$ cat config.mk
export PLATFORM = sky130hd
export DESIGN_NAME = apb_timer_flat
export DESIGN_NICKNAME = d
export VERILOG_FILES = /design/src/rtl/apb_timer_pkg.sv /design/src/rtl/apb_timer_if.sv /design/src/rtl/apb_timer_slave_if.sv /design/src/rtl/apb_timer.sv /design/src/flat_wrapper.sv
export SDC_FILE = /design/constraint.sdc
export NUM_CORES = 1
export LEC_CHECK = 0
export CAP_MARGIN = 5
export CORE_MARGIN = 4
export CORE_UTILIZATION = 48
export CTS_CLUSTER_SIZE = 10
export DETAILED_ROUTE_END_ITERATION = 8
export HOLD_SLACK_MARGIN = 0.12
export PLACE_DENSITY_LB_ADDON = 0.3
export RECOVER_POWER = 25
export SYNTH_ARGS = -nofsm -noshare
export SYNTH_HDL_FRONTEND = slang
export SYNTH_SLANG_ARGS = --single-unit
$ cat constraint.sdc
create_clock -name clk -period 7.7 [get_ports clk]
set_input_delay 1.925 -clock clk [delete_from_list [all_inputs] [get_ports clk]]
set_output_delay 1.925 -clock clk [all_outputs]
set_load 0.02 [all_outputs]
$ cat src/rtl/apb_timer_pkg.sv
// apb_timer_pkg: shared constants for the APB timer.
//   Register indices (paddr[4:2]), CTRL/STATUS bit positions, the
//   wait-state ceiling and a byte-strobe merge helper.
package apb_timer_pkg;

  localparam int REG_W = 32;

  localparam logic [2:0] REG_CTRL   = 3'd0;
  localparam logic [2:0] REG_LOAD   = 3'd1;
  localparam logic [2:0] REG_COUNT  = 3'd2;
  localparam logic [2:0] REG_STATUS = 3'd3;

  localparam int CTRL_EN      = 0;
  localparam int CTRL_AUTO    = 1;
  localparam int CTRL_IRQ_EN  = 2;
  localparam int PRESCALE_LSB = 8;
  localparam int PRESCALE_MSB = 15;

  localparam int STATUS_EXPIRED = 0;

  localparam int WS_MAX = 15;

  // Byte lanes with strobe 0 keep the old value.
  function automatic logic [REG_W-1:0] merge_strb(
    input logic [REG_W-1:0]   old_val,
    input logic [REG_W-1:0]   new_val,
    input logic [REG_W/8-1:0] strb
  );
    logic [REG_W-1:0] res;
    for (int i = 0; i < REG_W/8; i++) begin
      res[8*i +: 8] = strb[i] ? new_val[8*i +: 8] : old_val[8*i +: 8];
    end
    return res;
  endfunction

endpackage

$ cat src/rtl/apb_timer_if.sv
// apb_timer_if: APB completer bus bundle.
//   master modport: drives psel/penable/pwrite/paddr/pstrb/pwdata,
//                   receives prdata/pready/pslverr.
//   slave modport:  the reverse.
interface apb_timer_if #(
  parameter int AW = 32,
  parameter int DW = 32
) ();

  logic              psel;
  logic              penable;
  logic              pwrite;
  logic [AW-1:0]     paddr;
  logic [DW/8-1:0]   pstrb;
  logic [DW-1:0]     pwdata;
  logic [DW-1:0]     prdata;
  logic              pready;
  logic              pslverr;

  modport master (
    output psel, penable, pwrite, paddr, pstrb, pwdata,
    input  prdata, pready, pslverr
  );

  modport slave (
    input  psel, penable, pwrite, paddr, pstrb, pwdata,
    output prdata, pready, pslverr
  );

endinterface

$ cat src/rtl/apb_timer_slave_if.sv
// apb_slave_if: APB completer front end.
//   Owns the wait-state counter, pready/pslverr generation, the
//   write-commit strobe and read-data gating.
//   Ports: clk, rst (async active-low), apb (slave modport),
//          rd_data (register mux from the core), reg_idx (paddr[4:2]),
//          wr_en (committed write to a mapped register), wdata, wstrb.
module apb_slave_if
  import apb_timer_pkg::*;
#(
  parameter int AW = 32,
  parameter int DW = 32,
  parameter int SW = DW/8,
  parameter int WS = 1
) (
  input  logic          clk,
  input  logic          rst,
  apb_timer_if.slave    apb,
  input  logic [DW-1:0] rd_data,
  output logic [2:0]    reg_idx,
  output logic          wr_en,
  output logic [DW-1:0] wdata,
  output logic [SW-1:0] wstrb
);

  localparam logic [3:0] WS_CNT = 4'((WS > WS_MAX) ? WS_MAX : WS);

  logic [3:0] wcnt;
  logic       access;
  logic       ready;
  logic       mapped;
  logic       unused_addr;

  assign access  = apb.psel & apb.penable;
  assign reg_idx = apb.paddr[4:2];
  assign mapped  = (reg_idx <= REG_STATUS);

  // Gated by rst so an access in flight cannot complete while reset is held.
  assign ready = rst & access & (wcnt == WS_CNT);

  // Anything other than an access phase (setup, idle, dropped psel) clears.
  always_ff @(posedge clk or negedge rst) begin
    if (!rst) begin
      wcnt <= '0;
    end else if (!access) begin
      wcnt <= '0;
    end else if (wcnt < WS_CNT) begin
      wcnt <= wcnt + 4'd1;
    end
  end

  assign apb.pready  = ready;
  assign apb.pslverr = ready & ~mapped;
  assign apb.prdata  = (ready & mapped & ~apb.pwrite) ? rd_data : '0;

  assign wr_en = ready & mapped & apb.pwrite;
  assign wdata = apb.pwdata;
  assign wstrb = apb.pstrb;

  assign unused_addr = ^{apb.paddr[AW-1:5], apb.paddr[1:0]};

endmodule

$ cat src/rtl/apb_timer.sv
// apb_timer: prescaled down-counter timer behind an APB completer.
//   CTRL (0x00): [0] EN, [1] AUTO, [2] IRQ_EN, [15:8] PRESCALE
//   LOAD (0x04): reload value
//   COUNT(0x08): current count, R/W
//   STATUS(0x0C): [0] EXPIRED, write-1-to-clear
//   Ports: clk, rst (async active-low), apb (slave modport),
//          irq (registered EXPIRED & IRQ_EN).
module apb_timer
  import apb_timer_pkg::*;
#(
  parameter int AW = 32,
  parameter int DW = 32,
  parameter int SW = DW/8,
  parameter int WS = 1
) (
  input  logic       clk,
  input  logic       rst,
  apb_timer_if.slave apb,
  output logic       irq
);

  logic [2:0]    reg_idx;
  logic          wr_en;
  logic [DW-1:0] wdata;
  logic [SW-1:0] wstrb;
  logic [DW-1:0] rd_data;

  logic          en;
  logic          auto_rl;
  logic          irq_en;
  logic [7:0]    prescale;
  logic [DW-1:0] load;
  logic [DW-1:0] count;
  logic          expired;
  logic [7:0]    pcnt;

  logic          tick;
  logic          expire_now;
  logic [DW-1:0] ctrl_rd;

  apb_slave_if #(
    .AW (AW),
    .DW (DW),
    .SW (SW),
    .WS (WS)
  ) u_slv (
    .clk     (clk),
    .rst     (rst),
    .apb     (apb),
    .rd_data (rd_data),
    .reg_idx (reg_idx),
    .wr_en   (wr_en),
    .wdata   (wdata),
    .wstrb   (wstrb)
  );

  always_comb begin
    ctrl_rd                            = '0;
    ctrl_rd[CTRL_EN]                   = en;
    ctrl_rd[CTRL_AUTO]                 = auto_rl;
    ctrl_rd[CTRL_IRQ_EN]               = irq_en;
    ctrl_rd[PRESCALE_MSB:PRESCALE_LSB] = prescale;
  end

  always_comb begin
    rd_data = '0;
    case (reg_idx)
      REG_CTRL:   rd_data = ctrl_rd;
      REG_LOAD:   rd_data = load;
      REG_COUNT:  rd_data = count;
      REG_STATUS: rd_data[STATUS_EXPIRED] = expired;
      default:    rd_data = '0;
    endcase
  end

  assign tick       = en & (pcnt == prescale);
  assign expire_now = tick & (count == '0);

  // Tick updates come first; bus writes later in the block override them
  // (COUNT write beats decrement, CTRL write beats the one-shot EN clear).
  // The W1C is suppressed when an expiry lands in the same cycle.
  always_ff @(posedge clk or negedge rst) begin
    if (!rst) begin
      en       <= 1'b0;
      auto_rl  <= 1'b0;
      irq_en   <= 1'b0;
      prescale <= '0;
      load     <= '0;
      count    <= '0;
      expired  <= 1'b0;
      pcnt     <= '0;
      irq      <= 1'b0;
    end else begin
      if (!en || tick) begin
        pcnt <= '0;
      end else begin
        pcnt <= pcnt + 8'd1;
      end

      if (tick) begin
        if (count != '0) begin
          count <= count - 32'd1;
        end else begin
          expired <= 1'b1;
          if (auto_rl) begin
            count <= load;
          end else begin
            en <= 1'b0;
          end
        end
      end

      if (wr_en) begin
        case (reg_idx)
          REG_CTRL: begin
            if (wstrb[0]) begin
              en      <= wdata[CTRL_EN];
              auto_rl <= wdata[CTRL_AUTO];
              irq_en  <= wdata[CTRL_IRQ_EN];
            end
            if (wstrb[1]) begin
              prescale <= wdata[PRESCALE_MSB:PRESCALE_LSB];
            end
            pcnt <= '0;
          end
          REG_LOAD:  load  <= merge_strb(load, wdata, wstrb);
          REG_COUNT: count <= merge_strb(count, wdata, wstrb);
          REG_STATUS: begin
            if (wstrb[0] && wdata[STATUS_EXPIRED] && !expire_now) begin
              expired <= 1'b0;
            end
          end
          default: ;
        endcase
      end

      irq <= expired & irq_en;
    end
  end

endmodule

$ cat src/flat_wrapper.sv
// flat-port wrapper written by rule: the top's interface ports become plain ports
module apb_timer_flat import apb_timer_pkg::*;
#(
  parameter int AW = 32,
  parameter int DW = 32,
  parameter int SW = DW/8,
  parameter int WS = 1
)
  (clk, rst, irq, apb_psel, apb_penable, apb_pwrite, apb_paddr, apb_pstrb, apb_pwdata, apb_prdata, apb_pready, apb_pslverr);
  apb_timer_if #(.AW(AW), .DW(DW)) apb_i ();
  input  logic clk;
  input  logic rst;
  output logic irq;
  input wire logic [$bits(apb_i.psel)-1:0] apb_psel;
  input wire logic [$bits(apb_i.penable)-1:0] apb_penable;
  input wire logic [$bits(apb_i.pwrite)-1:0] apb_pwrite;
  input wire logic [$bits(apb_i.paddr)-1:0] apb_paddr;
  input wire logic [$bits(apb_i.pstrb)-1:0] apb_pstrb;
  input wire logic [$bits(apb_i.pwdata)-1:0] apb_pwdata;
  output wire logic [$bits(apb_i.prdata)-1:0] apb_prdata;
  output wire logic [$bits(apb_i.pready)-1:0] apb_pready;
  output wire logic [$bits(apb_i.pslverr)-1:0] apb_pslverr;
  assign apb_i.psel = apb_psel;
  assign apb_i.penable = apb_penable;
  assign apb_i.pwrite = apb_pwrite;
  assign apb_i.paddr = apb_paddr;
  assign apb_i.pstrb = apb_pstrb;
  assign apb_i.pwdata = apb_pwdata;
  assign apb_prdata = apb_i.prdata;
  assign apb_pready = apb_i.pready;
  assign apb_pslverr = apb_i.pslverr;
  apb_timer #(.AW(AW), .DW(DW), .SW(SW), .WS(WS)) u_core (.clk(clk), .rst(rst), .apb(apb_i), .irq(irq));
endmodule
# After elaboration in Yosys (flattened, before gate mapping)
# Cells that the tools add are included.
dict set report totals {
  output_inout_bits 35
  elab_cells 85
  input_bits 73
  register_bits 89
}
dict set report classes {
  bitwise_logic 12
  muxes 28
  n_eq_ne 10
  n_lt_le_gt_ge 2
  reduce_logical 14
  n_addsub 3
}
# op count
set op_table {}
lappend op_table {{32-bit two-way mux} 6}
lappend op_table {{31-bit one-hot mux with 3 select lines} 1}
lappend op_table {{8-bit two-way mux} 7}
lappend op_table {{32-bit logical NOT} 1}
lappend op_table {{32-bit nonzero test} 1}
lappend op_table {{32-bit by 1-bit subtractor with 32-bit output, second input constant} 1}
lappend op_table {{3-bit AND reduction} 6}
lappend op_table {{3-bit inequality test, second input constant} 4}
lappend op_table {{1-bit two-way mux} 11}
lappend op_table {{1-bit AND} 10}
lappend op_table {{8-bit by 1-bit adder with 8-bit output, second input constant} 1}
lappend op_table {{8-bit equality test} 1}
lappend op_table {{4-bit two-way mux} 2}
lappend op_table {{3-bit by 2-bit equality test with 1-bit output, second input constant} 2}
lappend op_table {{4-bit by 1-bit adder with 4-bit output, second input constant} 1}
lappend op_table {{4-bit by 1-bit equality test with 1-bit output, second input constant} 1}
lappend op_table {{4-bit by 1-bit < comparator with 1-bit output, second input constant} 1}
lappend op_table {{1-bit one-hot mux with 4 select lines} 1}
lappend op_table {{3-bit by 1-bit equality test with 1-bit output, second input constant} 1}
lappend op_table {{3-bit by 2-bit less-or-equal comparator with 1-bit output, second input constant} 1}
lappend op_table {{3-bit logical NOT} 1}
lappend op_table {{1-bit logical AND} 2}
lappend op_table {{1-bit logical NOT} 2}
lappend op_table {{2-bit by 1-bit inequality test with 1-bit output, second input constant} 1}
lappend op_table {{2 further kinds} 3}

# Longest topological paths before layout
# Gate-level depths: netlist of run 1.
dict set report depth {
  depth_word 8
  mapped_depth 10
  mapped_depth_nobuf 8
}

# By module
# From an unflattened synthesis of run 1, not the netlist that was laid out.
dict set report hier_totals {
  cells_unflattened 729
  hier_area_um2 6722.7
}
# mod area_each_um2 cells_each n_inst
set by_module_without_submodules {}
lappend by_module_without_submodules {apb_timer 5510.3 587 1}
lappend by_module_without_submodules {apb_slave_if 1212.4 142 1}

# Least setup slack after synthesis of run 1
# OpenSTA, ideal clock, no wires.
dict set report synth_path {
  path_kind {input to output}
  from {in rst}
  to {out apb_prdata[16]}
  path_slack_ns 2.035
  arrival_time_ns 3.740
  required_ns 5.775
  stages 6
  cell_sequence {nor4bb_1 -> and2_1 -> or3b_2 -> a21o_1 -> clkbuf_1 -> nor2_1}
}
dict set report synth_via {
  elab_chain_len 5
}
# item line
set synth_lines {}
lappend synth_lines {{start: declaration} flat_wrapper.sv:12} ;# input logic rst;
lappend synth_lines {{1-bit AND (2 in series)} apb_timer_slave_if.sv:38} ;# assign ready = rst & access & (wcnt == WS_CNT);
lappend synth_lines {{via apb_pready} flat_wrapper.sv:21} ;# output wire logic [$bits(apb_i.pready)-1:0] apb_pready;
lappend synth_lines {{1-bit AND (2 in series)} apb_timer_slave_if.sv:53} ;# assign apb.prdata = (ready & mapped & ~apb.pwrite) ? rd_data : '0;
lappend synth_lines {{32-bit two-way mux} apb_timer_slave_if.sv:53}
lappend synth_lines {{end: declaration} flat_wrapper.sv:20} ;# output wire logic [$bits(apb_i.prdata)-1:0] apb_prdata;
# The timed path passes the listed nets, and every way through them passes these cells.

# Worst setup path after layout of run 1
dict set report layout_path {
  from {in apb_psel}
  to {out apb_prdata[17]}
}
dict set report layout_via {
  elab_chain_len 6
}
# item line
set layout_lines {}
lappend layout_lines {{start: declaration} flat_wrapper.sv:14} ;# input wire logic [$bits(apb_i.psel)-1:0] apb_psel;
lappend layout_lines {{1-bit AND} apb_timer_slave_if.sv:33} ;# assign access = apb.psel & apb.penable;
lappend layout_lines {{1-bit AND (2 in series)} apb_timer_slave_if.sv:38}
lappend layout_lines {{1-bit AND (2 in series)} apb_timer_slave_if.sv:53}
lappend layout_lines {{32-bit two-way mux} apb_timer_slave_if.sv:53}
# No other way between the ends.

==> results of run 1 <==
==> worst paths after layout <==
| path | from | to | slack (ns) | cells after the start |
|---|---|---|---|---|
| max | apb_psel | apb_prdata[17] | 0.85 | 7 |
| max reg2reg | u_core.pcnt[0] | u_core.count[16] | 4.17 | 6 |
| max in group asynchronous | rst | u_core.count[8] | 1.89 | 3 |
| min reg2reg | u_core.irq_en | u_core.irq | 0.53 | 1 |
| min in group asynchronous | rst | u_core.u_slv.wcnt[3] | 2.35 | 2 |
| min | u_core.irq_en | u_core.irq | 0.53 | 1 |
==> per-layer routing <==
metal | vias to the layer above | wire, um
met5 | - | 0
met4 | 0 | 365
met3 | 33 | 1180
met2 | 242 | 8400
met1 | 2636 | 7510
li1 | 2449 | -
==> state kept, by name, indices dropped and copies added (netlist names) <==
signal / flops
u_core.pcnt: 8
u_core.auto_rl: 1
u_core.load: 32
u_core.prescale: 8
u_core.irq: 1
u_core.irq_en: 1
u_core.u_slv.wcnt: 4
u_core.en: 1
u_core.count: 32
u_core.expired: 1
==> area by class of cell <==
type                            count  share of cell area, %
Sequential cell                    89                   32.8
Inverter                           18                  0.994
Tap cell                          143                   2.63
Timing Repair Buffer               86                   12.2
Multi-Input combinational cell    472                   47.4
Clock inverter                      4                  0.423
Clock buffer                       11                   3.57
==> kinds of logic after synthesis <==
| group | count (synthesis) | share of synthesized area (%) |
|---|---|---|
| buf+inv | 64 | 4.85 |
| mux | 67 | 13.0 |
| fa+ha+maj | 6 | 1.32 |
| simple gates | 229 | 20.7 |
| xor+xnor | 17 | 2.61 |
| compound gates | 153 | 18.5 |
| flops | 89 | 39.0 |
==> through the flow <==
step / cell area, um2 / worst slack [ns]
2_1_floorplan: 5710 / 2.04
3_3_place_gp: 6530 / 0.959
3_5_place_dp: 6530 / 0.934
4_1_cts: 6800 / 0.926
5_1_grt: 6800 / 0.673
6_report: 6800 / 0.852
==> synthesized netlist by cell type, drive strengths merged, types with 15 or more instances <==
master,n
inv,18
o21ai,23
mux2i,20
a21oi,29
clkbuf,34
nand2,31
xor2,15
nor2,77
a22oi,24
nor4,16
mux2,46
nand3,20
nor3,18
dfrtp,89
==> power groups by stage <==
stage | Clock [mW] | Combinational (mW) | Sequential [mW]
after floorplan | 0 | 0.317 | 0.569
after global placement | 0 | 0.398 | 0.616
after detailed placement | 0 | 0.410 | 0.619
after CTS | 0.421 | 0.416 | 0.611
after global routing | 0.438 | 0.467 | 0.625
final | 0.420 | 0.424 | 0.617
==> cell usage in the layout, fill, tap and decap left out, drive strengths merged, types with 5 or more instances in the layout <==
cell	netlist	layout
xor2	15	15
buf	12	6
nor2	77	77
dfrtp	89	89
nor3b	7	7
clkdlybuf4s50	0	76
o22ai	7	7
nand4	10	10
mux2	46	46
nand3	20	20
nand2	31	31
a21oi	29	29
ha	6	6
inv	18	19
a31oi	11	11
a211oi	7	7
clkbuf	34	14
o21ai	23	23
a221oi	5	5
mux2i	20	20
a22oi	24	24
nor2b	5	5
and3	12	12
or3	11	11
nor3	18	18
or4	6	6
o211ai	6	6
nor4	16	16
==> critical path: cells and delay by family <==
| family | cells | cell delay, ns |
|---|---|---|
| buf+inv | 2 | 1.28 |
| compound gates | 1 | 0.47 |
| simple gates | 4 | 1.22 |
==> load_flow_metrics.sql, run 1 <==
INSERT INTO impl_metrics (metric_group, metric, value, unit) VALUES
('clocking', 'cts_root_buffer', 'sky130_fd_sc_hd__clkbuf_16', ''),
('clocking', 'clock_path_buffers', '2', ''),
('critical_path', 'crit_required', '5.78', 'ns'),
('sta', 'finalHoldWorstSlack', '0.529', 'ns'),
('die', 'rows', '39', ''),
('critical_path', 'crit_slowest_cell', 'sky130_fd_sc_hd__dlygate4sd3_1', ''),
('critical_path', 'cp.arrival', '4.92', 'ns'),
('routing', 'postRouteAntennaNets', '0', ''),
('synth', 'postSynthCellCount', '625', ''),
('power_and_ir_drop', 'fin_total_pwr', '1.46', 'mW'),
('grt', 'top_usage_layer', 'met2', ''),
('sta', 'grt_setup_unrepaired', 'false', ''),
('die', 'top_level_ports', '108', ''),
('die', 'floorplan.die.height', '117', 'um'),
('synth', 'mappedNetlistNets', '704', ''),
('routing', 'drc_errors', '0', ''),
('placement', 'gp_routability_congestion', '0.910', ''),
('critical_path', 'worstSetupStartpointType', 'input pin', ''),
('critical_path', 'crit_path_end_kind', 'output pin', ''),
('synth', 'synth_sequential_area_ratio', '39.0', '%'),
('grt', 'global_route.overflow_total', '0', ''),
('sta', 'final_report_hold_violation_count', '0', ''),
('clocking', 'cts_buffers', '9', ''),
('sta', 'total_of_endpoints_with_negative_setup_slack_in_the_final_report', '0', ''),
('grt', 'grt_start_max_net_pins', '51', ''),
('routing', 'drtIter0Drc', '550', ''),
('critical_path', 'cpPeakStageDelay', '0.65', 'ns'),
('routing', 'dr_total_vias', '5360', ''),
('die', 'core_region_area', '11500', 'um2'),
('power_and_ir_drop', 'max-vdd-ir-drop', '113', 'uV'),
('critical_path', 'critPathMaxFanout', '21', ''),
('finish', 'layout.filler_cells', '985', ''),
('finish', 'antenna_cells_inserted', '0', ''),
('sta', 'slew_viol_final', '92', ''),
('routing', 'post_drt_via_cell_ratio', '6.51', ''),
('sta', 'period_minus_slack', '6.85', 'ns'),
('placement', 'detailed_place_hpwl', '12.0', 'mm'),
('sta', 'finalCritPeriodShare', '88.9', '%'),
('sta', 'max_freq', '146', 'MHz'),
('grt', 'first_global_vias', '5534', ''),
('die', 'start_util', '49.6', '%'),
('grt', 'grt_pass1_wl', '28.3', 'mm'),
('synth', 'yosys_register_bits', '89', ''),
('synth', 'yosys.area.top_type_share', '39.0', '%'),
('die', 'die-area', '13700', 'um2'),
('synth', 'number_of_enable_type_register_cells_in_the_synthesized_netlist', '0', ''),
('synth', 'synthesized_area_per_cell', '9.13', 'um2'),
('routing', 'detailedRoute.firstPassIterationCount', '5', ''),
('status', 'result_of_the_run', 'complete, but fails checks', ''),
('finish', 'area.sequential', '2230', 'um2'),
('placement', 'placed_cells', '808', ''),
('clocking', 'cts-hold-fix-buffers', '0', ''),
('status', 'failed_checks', 'max-capacitance violations, max-slew violations', ''),
('clocking', 'count_of_buffers_added_by_post_cts_timing_repair_for_setup', '0', ''),
('grt', 'global_routing_usage_on_met2', '43.3', '%'),
('finish', 'final_core_area_utilization', '59.0', '%'),
('sta', 'setup_total_negative_slack', '0', 'ns'),
('sta', 'timing.clock.skew', '0.00990', 'ns'),
('power_and_ir_drop', 'switching_share', '38.5', '%'),
('job', 'max_cap_viol_count', '2', ''),
('power_and_ir_drop', 'net-switching-power', '0.563', 'mW'),
('clocking', 'cts-resized-gates', '0', ''),
('synth', 'syn_area', '5710', 'um2'),
('worst_hold_path', 'holdCritPathClass', 'register to register', ''),
('grt', 'met3_usage', '4.68', '%'),
('synth', 'netlist.top_cell.by_area', 'sky130_fd_sc_hd__dfrtp_1', ''),
('power_and_ir_drop', 'internal_power', '0.898', 'mW'),
('finish', 'proportion_of_layout_cells_with_a_drive_suffix_above_1', '12.2', '%'),
('synth', 'yosys.cell_types.count', '65', ''),
('finish', 'multiInputGateArea', '3220', 'um2'),
('synth', 'ys_async_sr_fraction', '100', '%');
Power figures use the tool's default switching activity.
==> run 2, diff against run 1 <==
--- a/config.mk
+++ b/config.mk
@@ -13,6 +13,8 @@
 export HOLD_SLACK_MARGIN = 0.12
 export PLACE_DENSITY_LB_ADDON = 0.3
 export RECOVER_POWER = 25
+export REMOVE_ABC_BUFFERS = 1
 export SYNTH_ARGS = -nofsm -noshare
 export SYNTH_HDL_FRONTEND = slang
+export SYNTH_HIERARCHICAL = 1
 export SYNTH_SLANG_ARGS = --single-unit
==> run 2 against run 1 <==
The run still ends with max-capacitance violations, max-slew violations left; global-route usage shrank 4.0 points; fmax increased by 4.8%; core utilization down 3.0 points; critical path depth grew 2; flip-flop and latch count stayed put; via count increased by 7.2%; first-iteration DRC count is 15% higher; final area is 11% higher; synthesized area up 18%; setup slack better by 0.31 ns; die area increased by 17%; critical endpoint is now apb_prdata[20].
==> load_flow_metrics.sql, run 2 <==
INSERT INTO impl_metrics (metric_group, metric, value, unit) VALUES
('sta', 'finalCritPeriodShare', '84.9', '%'),
('sta', 'final_report_hold_violation_count', '0', ''),
('clocking', 'cts_buffers', '9', ''),
('synth', 'netlist.top_cell.by_area', 'sky130_fd_sc_hd__dfrtp_1', ''),
('die', 'start_util', '50.0', '%'),
('critical_path', 'critical_path_class', 'input pin to output pin', ''),
('synth', 'yosys.cell_count.top_type', 'sky130_fd_sc_hd__dfrtp_1', ''),
('clocking', 'clock_sinks', '89', ''),
('clocking', 'cts_root_buffer', 'sky130_fd_sc_hd__clkbuf_16', ''),
('synth', 'number_of_enable_type_register_cells_in_the_synthesized_netlist', '0', ''),
('grt', 'global_route.overflow_total', '0', ''),
('grt', 'first_global_vias', '5668', ''),
('sta', 'max_slew.worst_pin.slew', '2.95', 'ns'),
('routing', 'drtIter0Drc', '632', ''),
('finish', 'antenna_cells_inserted', '0', ''),
('routing', 'detailedRoute.firstPassIterationCount', '5', ''),
('grt', 'grt_start_max_net_pins', '54', ''),
('die', 'floorplan.die.height', '126', 'um'),
('routing', 'dr_total_vias', '5746', ''),
('grt', 'groute.usage.overall', '22.7', '%'),
('sta', 'setup_total_negative_slack', '0', 'ns'),
('routing', 'post_drt_wl_per_cell', '19.9', 'um'),
('die', 'floorplan.die.width', '126', 'um'),
('critical_path', 'crit_required', '5.78', 'ns'),
('synth', 'yosys.area.top_type_share', '33.1', '%'),
('die', 'rows', '42', ''),
('critical_path', 'cp.arrival', '4.61', 'ns'),
('finish', 'final_cell_mix', 'sky130_fd_sc_hd__dfrtp_1, sky130_fd_sc_hd__clkdlybuf4s50_1, sky130_fd_sc_hd__nor2_1, sky130_fd_sc_hd__inv_1, sky130_fd_sc_hd__mux2_2', ''),
('clocking', 'clock_path_buffers', '2', ''),
('finish', 'multiInputGateArea', '3780', 'um2'),
('finish', 'numnets_final', '815', ''),
('finish', 'proportion_of_layout_cells_with_a_drive_suffix_above_1', '17.5', '%'),
('status', 'failed_checks', 'max-capacitance violations, max-slew violations', ''),
('finish', 'final_common_cell', 'sky130_fd_sc_hd__dfrtp_1', ''),
('finish', 'layout.filler_cells', '1227', ''),
('power_and_ir_drop', 'power.static_leakage', '3.04', 'nW'),
('synth', 'commonest_cells_in_the_synthesized_netlist', 'sky130_fd_sc_hd__dfrtp_1, sky130_fd_sc_hd__nor2_1, sky130_fd_sc_hd__inv_1', ''),
('routing', 'drc_errors', '0', ''),
('sta', 'max_freq', '153', 'MHz'),
('grt', 'grt_pass1_wl', '29.7', 'mm'),
('clocking', 'h-tree-depth', '3', ''),
('synth', 'synth_warnings', '6', ''),
('synth', 'synth_sequential_area_ratio', '33.1', '%'),
('die', 'die-area', '16000', 'um2'),
('worst_hold_path', 'holdCritPathClass', 'register to register', ''),
('finish', 'area_growth', '12.0', '%'),
('clocking', 'tritoncts', 'yes', ''),
('synth', 'yosys_register_bits', '89', ''),
('sta', 'total_of_endpoints_with_negative_setup_slack_in_the_final_report', '0', ''),
('grt', 'grt_antenna_before_repair', '0', ''),
('power_and_ir_drop', 'fin_total_pwr', '1.34', 'mW'),
('synth', 'syn_area', '6720', 'um2'),
('synth', 'postSynth.topFlopCell', 'sky130_fd_sc_hd__dfrtp_1', ''),
('synth', 'postSynthCellCount', '729', ''),
('critical_path', 'critPathMaxFanout', '24', ''),
('status', 'result_of_the_run', 'complete, but fails checks', ''),
('clocking', 'cts-resized-gates', '0', ''),
('synth', 'synth.top_cells.by_area', 'sky130_fd_sc_hd__dfrtp_1, sky130_fd_sc_hd__mux2_2, sky130_fd_sc_hd__nor4_2', ''),
('power_and_ir_drop', 'max-vdd-ir-drop', '107', 'uV'),
('finish', 'final_core_area_utilization', '56.0', '%'),
('clocking', 'clk-insertion-delay-late', '0.35', 'ns'),
('job', 'max_cap_viol_count', '1', ''),
('critical_path', 'worstSetupStartpointType', 'input pin', ''),
('finish', 'area.sequential', '2230', 'um2'),
('finish', 'reg.largest.list', 'u_core/count x32, u_core/load x32', ''),
('sta', 'period_minus_slack', '6.53', 'ns'),
('sta', 'slew_viol_final', '54', ''),
('placement', 'gp_routability_congestion', '0.928', ''),
('sta', 'timing.clock.skew', '0.00756', 'ns'),
('die', 'core_region_area', '13500', 'um2'),
('sta', 'max-slew-margin-rel', '-96.5', '%'),
('clocking', 'count_of_buffers_added_by_post_cts_timing_repair_for_setup', '0', ''),
('placement', 'detailed_place_hpwl', '12.8', 'mm'),
('synth', 'yosys.cell_types.count', '73', ''),
('critical_path', 'crit_path_end_kind', 'output pin', ''),
('synth', 'synthesized_area_per_cell', '9.22', 'um2'),
('routing', 'postRouteAntennaNets', '0', ''),
('clocking', 'clock_transition_at_the_registers_of_the_reported_paths', '0.06', 'ns'),
('power_and_ir_drop', 'power.density', '179', 'nW/um2'),
('sta', 'grt_setup_unrepaired', 'false', ''),
('routing', 'route.final.wire_length', '18.2', 'mm'),
('routing', 'post_drt_via_cell_ratio', '6.27', ''),
('die', 'top_level_ports', '108', ''),
('synth', 'ys_async_sr_fraction', '100', '%'),
('placement', 'port_buffers', '78', ''),
('clocking', 'cts-hold-fix-buffers', '0', '');
-- run 2: cell count changes after synthesis, sizes merged, moves of 5 or more --
cell    delta
a22oi     -22
nor3       +7
o21ai      -5
buf       +51
a22o      +22
nor4      +32
clkbuf     -6
o22ai      +8
nand2b     +9
or3        -8
nand2      +7
nor2      -19
nand3     +13
inv       +27
-- run 2: cells by family (layout without fill, tap and decap cells) --
kind of cell / count (synthesis) / count (layout) / share of synthesized area (%)
fa+ha+maj: 6 / 6 / 1.12
buf+inv: 136 / 148 / 11.1
simple gates: 275 / 275 / 27.2
mux: 64 / 64 / 10.5
compound gates: 142 / 142 / 14.7
xor+xnor: 17 / 17 / 2.21
flops: 89 / 89 / 33.1
-- run 2: layout make-up --
type                    count  share of cell area (%)
inverters                  45                    2.24
repair buffers             87                    11.2
multi-input cells         504                    50.2
flip-flops and latches     89                    29.6
well taps                 176                    2.92
clock buffers              11                    3.09
clock inverters             5                   0.748
-- run 2: path summary, 6_finish.rpt --
check,slack (ns),cells after the start,to,startpoint
max,1.17,9,apb_prdata[20],apb_paddr[2]
min,0.52,1,u_core/irq,u_core/expired
max reg2reg,3.11,9,u_core/count[5],u_core/u_slv/wcnt[1]
min reg2reg,0.52,1,u_core/irq,u_core/expired
max in group asynchronous,2.96,2,u_core/pcnt[7],rst
min in group asynchronous,1.57,1,u_core/count[24],rst
-- run 2: power breakdown --
group / leakage (nW) / internal, mW / switching, mW
combinational: 1.73 / 0.129 / 0.224
sequential: 1.16 / 0.497 / 0.0564
clock: 0.139 / 0.251 / 0.187
-- run 2: critical path: stages --
cell and delay [ns]:
sky130_fd_sc_hd__clkdlybuf4s50_1 0.57, sky130_fd_sc_hd__buf_4 0.24, sky130_fd_sc_hd__nor2b_1 0.18, sky130_fd_sc_hd__nor2b_2 0.17
sky130_fd_sc_hd__buf_4 0.33, sky130_fd_sc_hd__a22o_1 0.21, sky130_fd_sc_hd__inv_1 0.05, sky130_fd_sc_hd__nor4_2 0.26
sky130_fd_sc_hd__clkdlybuf4s50_1 0.66
-- run 2: stage by stage --
stage | setup slack (ns) | hold WS (ns) | cell area [um2] | instances
floorplan | 0.474 | 0.469 | 6140 | 638
global placement | 1.19 | 0.494 | 7250 | 901
detailed placement | 1.18 | 0.503 | 7250 | 901
CTS | 1.17 | 0.517 | 7540 | 917
global route | 0.936 | 0.547 | 7530 | 917
finish | 1.17 | 0.518 | 7530 | 917
-- run 2: metal layers --
metal / global-route usage [%] / vias to the layer above / share of wire (%)
met5: 0 / - / 0
met1: 31.1 / 2802 / 44
li1: - / 2654 / -
met4: 9.59 / 0 / 2.9
met3: 3.40 / 42 / 6.7
met2: 35.8 / 248 / 46
==> run 3, diff against run 2 <==
==> constraint.sdc (replaced) <==
create_clock -name clk -period 6.6 [get_ports clk]
set_input_delay 1.65 -clock clk [delete_from_list [all_inputs] [get_ports clk]]
set_output_delay 1.65 -clock clk [all_outputs]
set_load 0.02 [all_outputs]
==> run 3 against run 2 <==
The run still ends with max-capacitance violations, max-slew violations left; sequential share of layout area is 0.30 points lower; critical path depth stayed put; clock skew hardly changed; final area is 1.0% higher; via count is 0.61% higher; combinational power is 17% higher; die area stayed put; setup slack worse by 0.32 ns; highest routed layer unchanged.
==> load_flow_metrics.sql, run 3 (synthesis results as in run 2) <==
INSERT INTO impl_metrics (metric_group, metric, value, unit) VALUES
('status', 'result_of_the_run', 'complete, but fails checks', ''),
('status', 'failed_checks', 'max-capacitance violations, max-slew violations', ''),
('placement', 'gp_routability_congestion', '0.936', ''),
('routing', 'post_drt_via_cell_ratio', '6.27', ''),
('finish', 'finalNonFillerCells', '922', ''),
('worst_hold_path', 'holdCritPathClass', 'register to register', ''),
('power_and_ir_drop', 'clockPowerShare', '35.0', '%'),
('finish', 'final_cell_mix', 'sky130_fd_sc_hd__dfrtp_1, sky130_fd_sc_hd__clkdlybuf4s50_1, sky130_fd_sc_hd__nor2_1, sky130_fd_sc_hd__inv_1, sky130_fd_sc_hd__mux2_2', ''),
('routing', 'postRouteAntennaNets', '0', ''),
('power_and_ir_drop', 'seq_power_share', '39.7', '%'),
('die', 'top_level_ports', '108', ''),
('routing', 'dr_total_vias', '5781', ''),
('finish', 'area_growth', '13.2', '%'),
('sta', 'timing.clock.skew', '0.00707', 'ns'),
('grt', 'groute.usage.overall', '23.4', '%'),
('grt', 'grt_start_max_net_pins', '70', ''),
('clocking', 'clock_path_buffers', '2', ''),
('routing', 'drtIter0Drc', '657', ''),
('finish', 'area.sequential', '2230', 'um2'),
('sta', 'final_report_hold_violation_count', '0', ''),
('grt', 'grt_antenna_before_repair', '0', ''),
('clocking', 'tritoncts', 'yes', ''),
('sta', 'max_slew.worst_pin.slew', '3.80', 'ns'),
('clocking', 'cts_root_buffer', 'sky130_fd_sc_hd__clkbuf_16', ''),
('die', 'die-area', '16000', 'um2'),
('sta', 'total_of_endpoints_with_negative_setup_slack_in_the_final_report', '0', ''),
('finish', 'antenna_cells_inserted', '0', ''),
('sta', 'finalCritPeriodShare', '87.1', '%'),
('finish', 'final_cell_area', '7610', 'um2'),
('routing', 'drc_errors', '0', ''),
('routing', 'post_drt_wl_per_cell', '20.1', 'um'),
('sta', 'max_freq', '174', 'MHz'),
('finish', 'multiInputGateArea', '3780', 'um2'),
('grt', 'grt_pass1_wl', '30.5', 'mm'),
('power_and_ir_drop', 'max-vdd-ir-drop', '112', 'uV'),
('sta', 'timing.final.ws_setup', '0.848', 'ns'),
('power_and_ir_drop', 'switching_share', '33.8', '%'),
('placement', 'placed_cells', '906', ''),
('sta', 'period_minus_slack', '5.75', 'ns'),
('power_and_ir_drop', 'power.static_leakage', '3.08', 'nW'),
('die', 'rows', '42', ''),
('finish', 'numnets_final', '820', ''),
('clocking', 'h-tree-depth', '3', ''),
('critical_path', 'crit_required', '4.95', 'ns'),
('job', 'max_cap_viol_count', '1', ''),
('die', 'core_region_area', '13500', 'um2'),
('routing', 'detailedRoute.firstPassIterationCount', '6', ''),
('placement', 'port_buffers', '78', ''),
('critical_path', 'crit_path_end_kind', 'output pin', ''),
('critical_path', 'cp.arrival', '4.10', 'ns'),
('power_and_ir_drop', 'net-switching-power', '0.551', 'mW'),
('finish', 'final_core_area_utilization', '56.6', '%'),
('critical_path', 'critical_path_class', 'input pin to output pin', ''),
('finish', 'reg.largest.list', 'u_core/count x32, u_core/load x32', ''),
('die', 'floorplan.die.width', '126', 'um'),
('sta', 'setup_total_negative_slack', '0', 'ns'),
('finish', 'final_common_cell', 'sky130_fd_sc_hd__dfrtp_1', ''),
('clocking', 'cts-hold-fix-buffers', '0', ''),
('clocking', 'clock_sinks', '89', ''),
('critical_path', 'critPathMaxFanout', '21', ''),
('placement', 'dpl_cell_area', '7280', 'um2'),
('power_and_ir_drop', 'fin_total_pwr', '1.63', 'mW'),
('clocking', 'clock_transition_at_the_registers_of_the_reported_paths', '0.07', 'ns'),
('power_and_ir_drop', 'power.density', '214', 'nW/um2'),
('grt', 'first_global_vias', '5737', ''),
('clocking', 'clk-insertion-delay-late', '0.35', 'ns'),
('finish', 'proportion_of_layout_cells_with_a_drive_suffix_above_1', '18.4', '%'),
('sta', 'slew_viol_final', '70', ''),
('clocking', 'cts-resized-gates', '0', ''),
('sta', 'grt_setup_unrepaired', 'false', ''),
('grt', 'global_route.overflow_total', '0', ''),
('critical_path', 'worstSetupStartpointType', 'input pin', ''),
('power_and_ir_drop', 'internal_power', '1.08', 'mW'),
('finish', 'layout.filler_cells', '1240', ''),
('placement', 'dpl_worst_slack', '0.839', 'ns'),
('sta', 'finalHoldWorstSlack', '0.517', 'ns'),
('power_and_ir_drop', 'p_comb_share', '25.3', '%'),
('sta', 'max-slew-margin-rel', '-153', '%'),
('routing', 'route.final.wire_length', '18.5', 'mm'),
('clocking', 'count_of_buffers_added_by_post_cts_timing_repair_for_setup', '0', ''),
('clocking', 'cts_buffers', '9', ''),
('die', 'start_util', '50.0', '%'),
('placement', 'detailed_place_hpwl', '13.0', 'mm'),
('die', 'floorplan.die.height', '126', 'um');
-- run 3: changes by cell type in the layout (fill, tap and decap cells not counted) --
cell                        change
sky130_fd_sc_hd__buf_4          +5
sky130_fd_sc_hd__clkinv_2       -1
sky130_fd_sc_hd__clkbuf_8       +1
sky130_fd_sc_hd__bufinv_16      +1
sky130_fd_sc_hd__inv_6          +1
sky130_fd_sc_hd__clkbuf_1       -2
-- run 3: layout make-up --
type	count	share of cell area (%)
multi-input cells	504	49.7
flip-flops and latches	89	29.3
repair buffers	92	11.6
clock buffers	10	3.14
well taps	176	2.89
inverters	45	2.22
clock inverters	6	1.18
-- run 3: power groups by stage --
stage | Combinational, mW | Clock [mW] | Sequential (mW)
floorplan | 0.262 | 0 | 0.634
global placement | 0.394 | 0 | 0.651
detailed placement | 0.405 | 0 | 0.653
CTS | 0.407 | 0.577 | 0.643
global route | 0.444 | 0.600 | 0.653
finish | 0.412 | 0.570 | 0.646
-- run 3: path summary, 6_finish.rpt --
check | start | to | slack [ns] | depth (start not counted)
worst min register to register | u_core/irq_en | u_core/irq | 0.52 | 1
max in group asynchronous | rst | u_core/count[26] | 1.47 | 2
worst max-delay path | apb_paddr[3] | apb_prdata[20] | 0.85 | 9
min in group asynchronous | rst | u_core/count[21] | 1.21 | 1
worst max register to register | u_core/u_slv/wcnt[1] | u_core/count[5] | 2.88 | 12
worst min-delay path | u_core/irq_en | u_core/irq | 0.52 | 1
-- run 3: worst max-delay path: stages --
cell                              delay [ns]
sky130_fd_sc_hd__clkdlybuf4s50_1        0.48
sky130_fd_sc_hd__buf_4                  0.27
sky130_fd_sc_hd__nand2b_1               0.14
sky130_fd_sc_hd__nor2_1                 0.10
sky130_fd_sc_hd__buf_4                  0.27
sky130_fd_sc_hd__a22o_1                 0.19
sky130_fd_sc_hd__inv_1                  0.05
sky130_fd_sc_hd__nor4_2                 0.25
sky130_fd_sc_hd__clkdlybuf4s50_1        0.66
-- run 3: routing by layer --
layer	wire length [um]	vias to the layer above	track usage [%]
met5	0	-	0
met2	8800	236	37.0
li1	-	2677	-
met4	353	0	8.77
met3	1070	24	3.15
met1	8270	2844	32.7
